`config.mk`:
```
export PLATFORM = sky130hd
export DESIGN_NAME = seq_pattern_detector
export DESIGN_NICKNAME = d
export VERILOG_FILES = /design/src/rtl/seq_pattern_detector.sv
export SDC_FILE = /design/constraint.sdc
export NUM_CORES = 1
export LEC_CHECK = 0
export ABC_AREA = 1
export CAP_MARGIN = 20
export CORE_ASPECT_RATIO = 0.7
export CORE_MARGIN = 10
export CORE_UTILIZATION = 51
export CTS_BUF_LIST = sky130_fd_sc_hd__clkbuf_4 sky130_fd_sc_hd__clkbuf_8
export DETAILED_ROUTE_END_ITERATION = 7
export GPL_ROUTABILITY_DRIVEN = 0
export HOLD_SLACK_MARGIN = 0.05
export PLACE_DENSITY_LB_ADDON = 0.15
export SLEW_MARGIN = 10
export SYNTH_ARGS = -nofsm -noshare
export SYNTH_HDL_FRONTEND = slang
export SYNTH_SLANG_ARGS = --single-unit
```
`constraint.sdc`:
```
create_clock -name clk -period 3.6 [get_ports clk]
set_input_delay 0.36 -clock clk [delete_from_list [all_inputs] [get_ports clk]]
set_output_delay 0.36 -clock clk [all_outputs]
set_load 0.02 [all_outputs]
```
`src/rtl/seq_pattern_detector.sv`:
```
// Serial bit-pattern detector. A qualified bit stream shifts through a PAT_LEN-bit
// window that is compared against NUM_PAT runtime-loadable pattern slots.
module seq_pattern_detector #(
    parameter int PAT_LEN = 4,
    parameter int NUM_PAT = 2,
    parameter int CNT_W = 8,
    parameter logic [NUM_PAT*PAT_LEN-1:0] PAT_INIT = {4'b0101, 4'b1001},
    parameter int IDX_W = (NUM_PAT > 1) ? $clog2(NUM_PAT) : 1
) (
    input  logic               clk,
    input  logic               reset,
    input  logic               x,
    input  logic               x_valid,
    input  logic               overlap,
    input  logic [NUM_PAT-1:0] pat_en,
    input  logic               cfg_we,
    input  logic [IDX_W-1:0]   cfg_idx,
    input  logic [PAT_LEN-1:0] cfg_pat,
    input  logic               clr_cnt,
    output logic               y,
    output logic [NUM_PAT-1:0] match_vec,
    output logic [IDX_W-1:0]   match_id,
    output logic [CNT_W-1:0]   match_cnt
);

    localparam int FILL_W = $clog2(PAT_LEN + 1);
    localparam logic [FILL_W-1:0] FILL_FULL = FILL_W'(PAT_LEN);
    localparam logic [CNT_W-1:0] CNT_MAX = '1;

    logic [PAT_LEN-1:0] hist;
    logic [FILL_W-1:0]  fill;
    logic [PAT_LEN-1:0] pats [NUM_PAT];

    logic               accept;
    logic               cfg_hit;
    logic [PAT_LEN-1:0] hist_next;
    logic [FILL_W-1:0]  fill_next;
    logic [NUM_PAT-1:0] hit;
    logic               any_hit;
    logic [IDX_W-1:0]   hit_id;

    // Matching looks at the window as it will be after the incoming bit shifts in.
    always_comb begin
        accept    = x_valid && !cfg_we;
        cfg_hit   = cfg_we && (32'(cfg_idx) < NUM_PAT);
        hist_next = {hist[PAT_LEN-2:0], x};
        fill_next = (fill == FILL_FULL) ? fill : fill + 1'b1;
        hit       = '0;
        for (int i = 0; i < NUM_PAT; i++) begin
            hit[i] = accept && pat_en[i] && (fill_next == FILL_FULL) &&
                     (hist_next == pats[i]);
        end
        any_hit = |hit;
        hit_id  = '0;
        for (int i = NUM_PAT - 1; i >= 0; i--) begin
            if (hit[i]) begin
                hit_id = IDX_W'(i);
            end
        end
    end

    // A pattern write takes the cycle, so a bit offered alongside it is dropped.
    always_ff @(posedge clk or posedge reset) begin
        if (reset) begin
            hist <= '0;
            fill <= '0;
            for (int i = 0; i < NUM_PAT; i++) begin
                pats[i] <= PAT_INIT[i*PAT_LEN +: PAT_LEN];
            end
        end else if (cfg_we) begin
            if (cfg_hit) begin
                fill <= '0;
                for (int i = 0; i < NUM_PAT; i++) begin
                    if (32'(cfg_idx) == i) begin
                        pats[i] <= cfg_pat;
                    end
                end
            end
        end else if (x_valid) begin
            hist <= hist_next;
            fill <= (any_hit && !overlap) ? '0 : fill_next;
        end
    end

    always_ff @(posedge clk or posedge reset) begin
        if (reset) begin
            y         <= 1'b0;
            match_vec <= '0;
            match_id  <= '0;
        end else begin
            y         <= any_hit;
            match_vec <= hit;
            if (any_hit) begin
                match_id <= hit_id;
            end
        end
    end

    // Clear wins over a coincident match; the count sticks at all-ones.
    always_ff @(posedge clk or posedge reset) begin
        if (reset) begin
            match_cnt <= '0;
        end else if (clr_cnt) begin
            match_cnt <= '0;
        end else if (any_hit && (match_cnt != CNT_MAX)) begin
            match_cnt <= match_cnt + 1'b1;
        end
    end

endmodule

```
==> flow_summary.toml <==
[route]
drc = 0
vias = 1332
first_pass_iters = 4
via_per_inst = 5.01
ant_nets = 0
drtIter0Drc = 97
wl_mm = 3.25
wire_per_inst_um = 12.2

[pwr]
intPower_mw = 0.511
power_leakage_nw = 1.00
p_seq_frac = 0.488
combPwrFrac = 0.164
power.switching_mw = 0.172
pwr-share-clk = 0.349
vdd_drop_max_v = 0.000313
swShare = 0.252
power.density_nw_per_um2 = 365

[floorplanning]
rows = 16
start_util = 0.533
fp.dieH_um = 65.1
io_pins = 26
core_area_um2 = 2780
die_w_um = 84.5
die_area_um2 = 5500

[final_layout]
multi_input_area_um2 = 681
ff_latch_area_um2 = 656
diodes = 0
final_cell_mix = "nand2_1, inv_1, clkdlybuf4s50_1"
area_growth_pct = 26.2
drive_above_1_share = 0.0739
final_common_cell = "nand2_1"
num-nets-final = 248
final-instance-count-excl-fill = 266
fin_area_um2 = 1870
nFillCells = 237

[clocking]
clock_latency_ns = 0.27
cts_num_sinks = 26
cts_buffer_depth = 2
cts_max_level = 1
numCtsBuffers = 3
cts.clk_slew.worst_paths_ns = 0.09
cts_hold_buf = 0
cts_tree = "done"
post_cts.repair.setup_buffers = 0
postCtsResizedCells = 0
cts_root_buf = "clkbuf_8"

[synth]
synth_area_per_cell_um2 = 7.38
yosysSeqAreaShare = 0.442
synth-seq-cells = 26
yosys_warnings = 0
ys_types = 18
syn_nets = 218
synth_cells = 201
syn_area_um2 = 1480

[global_route]
grt_max_degree = 27
grt_pass1_vias = 1255
antenna_found_initial = 0
grt-ovfl-total = 0
grt_use_total = 0.115
grt_pass1_wl_mm = 5.42

[timing]
fin_crit_ns = 1.76
max-slew-margin-rel = 0.687
max_freq_mhz = 570
hold_viol = 0
layout_worst_path_cycle_share = 0.488
worst_slew_pin_slew_ns = 0.469
clock_skew_ns = 0.00350
slew_violations = 0
fin_setup_tns_ns = 0
setup_violations = 0
rsz0062_at_grt = "no"
layout_setup_ws_ns = 1.84

[place]
io_buffer_count = 25
place_ws_ns = 1.64
dpl_cell_area_um2 = 1770
dp_cells = 261
post-dp-hpwl_mm = 2.52

[worst_setup_path]
cp.required_ns = 3.76
critical_path.max_fanout = 9
crit_path_start_kind = "flip-flop"
cp.arrival_ns = 1.91
path_class = "reg2reg"
end_kind = "flip-flop"

[run_status]
outcome = "finished clean"

[min_path]
min-delay-path-class = "in2async"

[run]
cap_violations = 0
## routing by layer
| metal | wire length, um | track usage |
|---|---|---|
| met4 | 43 | 0.0246 |
| met5 | 0 | 0 |
| met3 | 188 | 0.0419 |
| met2 | 1530 | 0.192 |
| met1 | 1490 | 0.139 |
## through the flow
step	utilization	hold slack (ns)	total power [mW]
2_1_floorplan	-	0.397	0.409
3_3_place_gp	0.638	0.481	0.441
3_5_place_dp	0.638	0.502	0.447
4_1_cts	0.663	0.515	0.685
5_1_grt	0.673	0.419	0.719
6_report	0.673	0.381	0.683
## synth_stat cells, drive strengths merged
| master | n | area share |
|---|---|---|
| nor2 | 22 | 0.061 |
| buf | 1 | 0.0034 |
| or2 | 1 | 0.0042 |
| dfstp | 4 | 0.071 |
| nand2 | 62 | 0.17 |
| o21ai | 12 | 0.040 |
| nand3 | 19 | 0.078 |
| o22ai | 2 | 0.0084 |
| nand4 | 9 | 0.038 |
| dfrtp | 22 | 0.37 |
| ha | 3 | 0.025 |
| xor2 | 5 | 0.030 |
| xnor2 | 1 | 0.0059 |
| inv | 38 | 0.096 |
## worst paths after layout
check | startpoint | end | slack (ns) | depth (start not counted)
worst max-delay path | fill[0] | match_cnt[2] | 1.84 | 12
worst min-delay path | reset | match_id | 0.38 | 2
worst max register to register | fill[0] | match_cnt[2] | 1.84 | 12
worst min register to register | match_id | match_id | 0.51 | 2
max in group asynchronous | reset | pats[2] | 2.71 | 3
min in group clk | match_id | match_id | 0.51 | 2
## power by group through the flow
stage                     logic, mW  clock network, mW  registers [mW]
after floorplan              0.0756                  0           0.334
after global placement        0.103                  0           0.338
after detailed placement      0.108                  0           0.338
after CTS                     0.109              0.243           0.333
after global routing          0.128              0.255           0.336
final                         0.112              0.238           0.333
## cells by family (layout without fill, tap and decap cells)
group | after synthesis | count (layout) | share of synthesized area
AND/OR/NAND/NOR | 113 | 113 | 0.349
buffers and inverters | 39 | 68 | 0.0995
flip-flops | 26 | 26 | 0.442
AO/OA/AOI/OAI | 14 | 14 | 0.0489
XOR/XNOR | 6 | 6 | 0.0354
adder cells (fa/ha/maj) | 3 | 3 | 0.0253
## final cells by class
class / count / area share
clock buffers: 3 / 0.0220
inverters: 38 / 0.0762
clock inverters: 1 / 0.0160
repair buffers: 26 / 0.148
flip-flops and latches: 26 / 0.350
multi-input cells: 136 / 0.363
well taps: 36 / 0.0240
## flip-flops by register name (all words and copies together) (netlist names)
| name | count |
|---|---|
| match_cnt | 8 |
| pats | 8 |
| match_vec | 2 |
| hist | 3 |
| match_id | 1 |
| fill | 3 |
| y | 1 |
## critical path: stages (launching register included)
cell,delay (ns)
dfrtp_1,0.39
inv_1,0.08
ha_1,0.24
nand2_2,0.11
nand2_1,0.05
nand2_1,0.09
nand3_2,0.10
nor2_1,0.10
nand2_1,0.09
nand2_4,0.13
nand2_4,0.10
nand3_1,0.08
nand2_1,0.08
(Power assumes the default switching activity.)
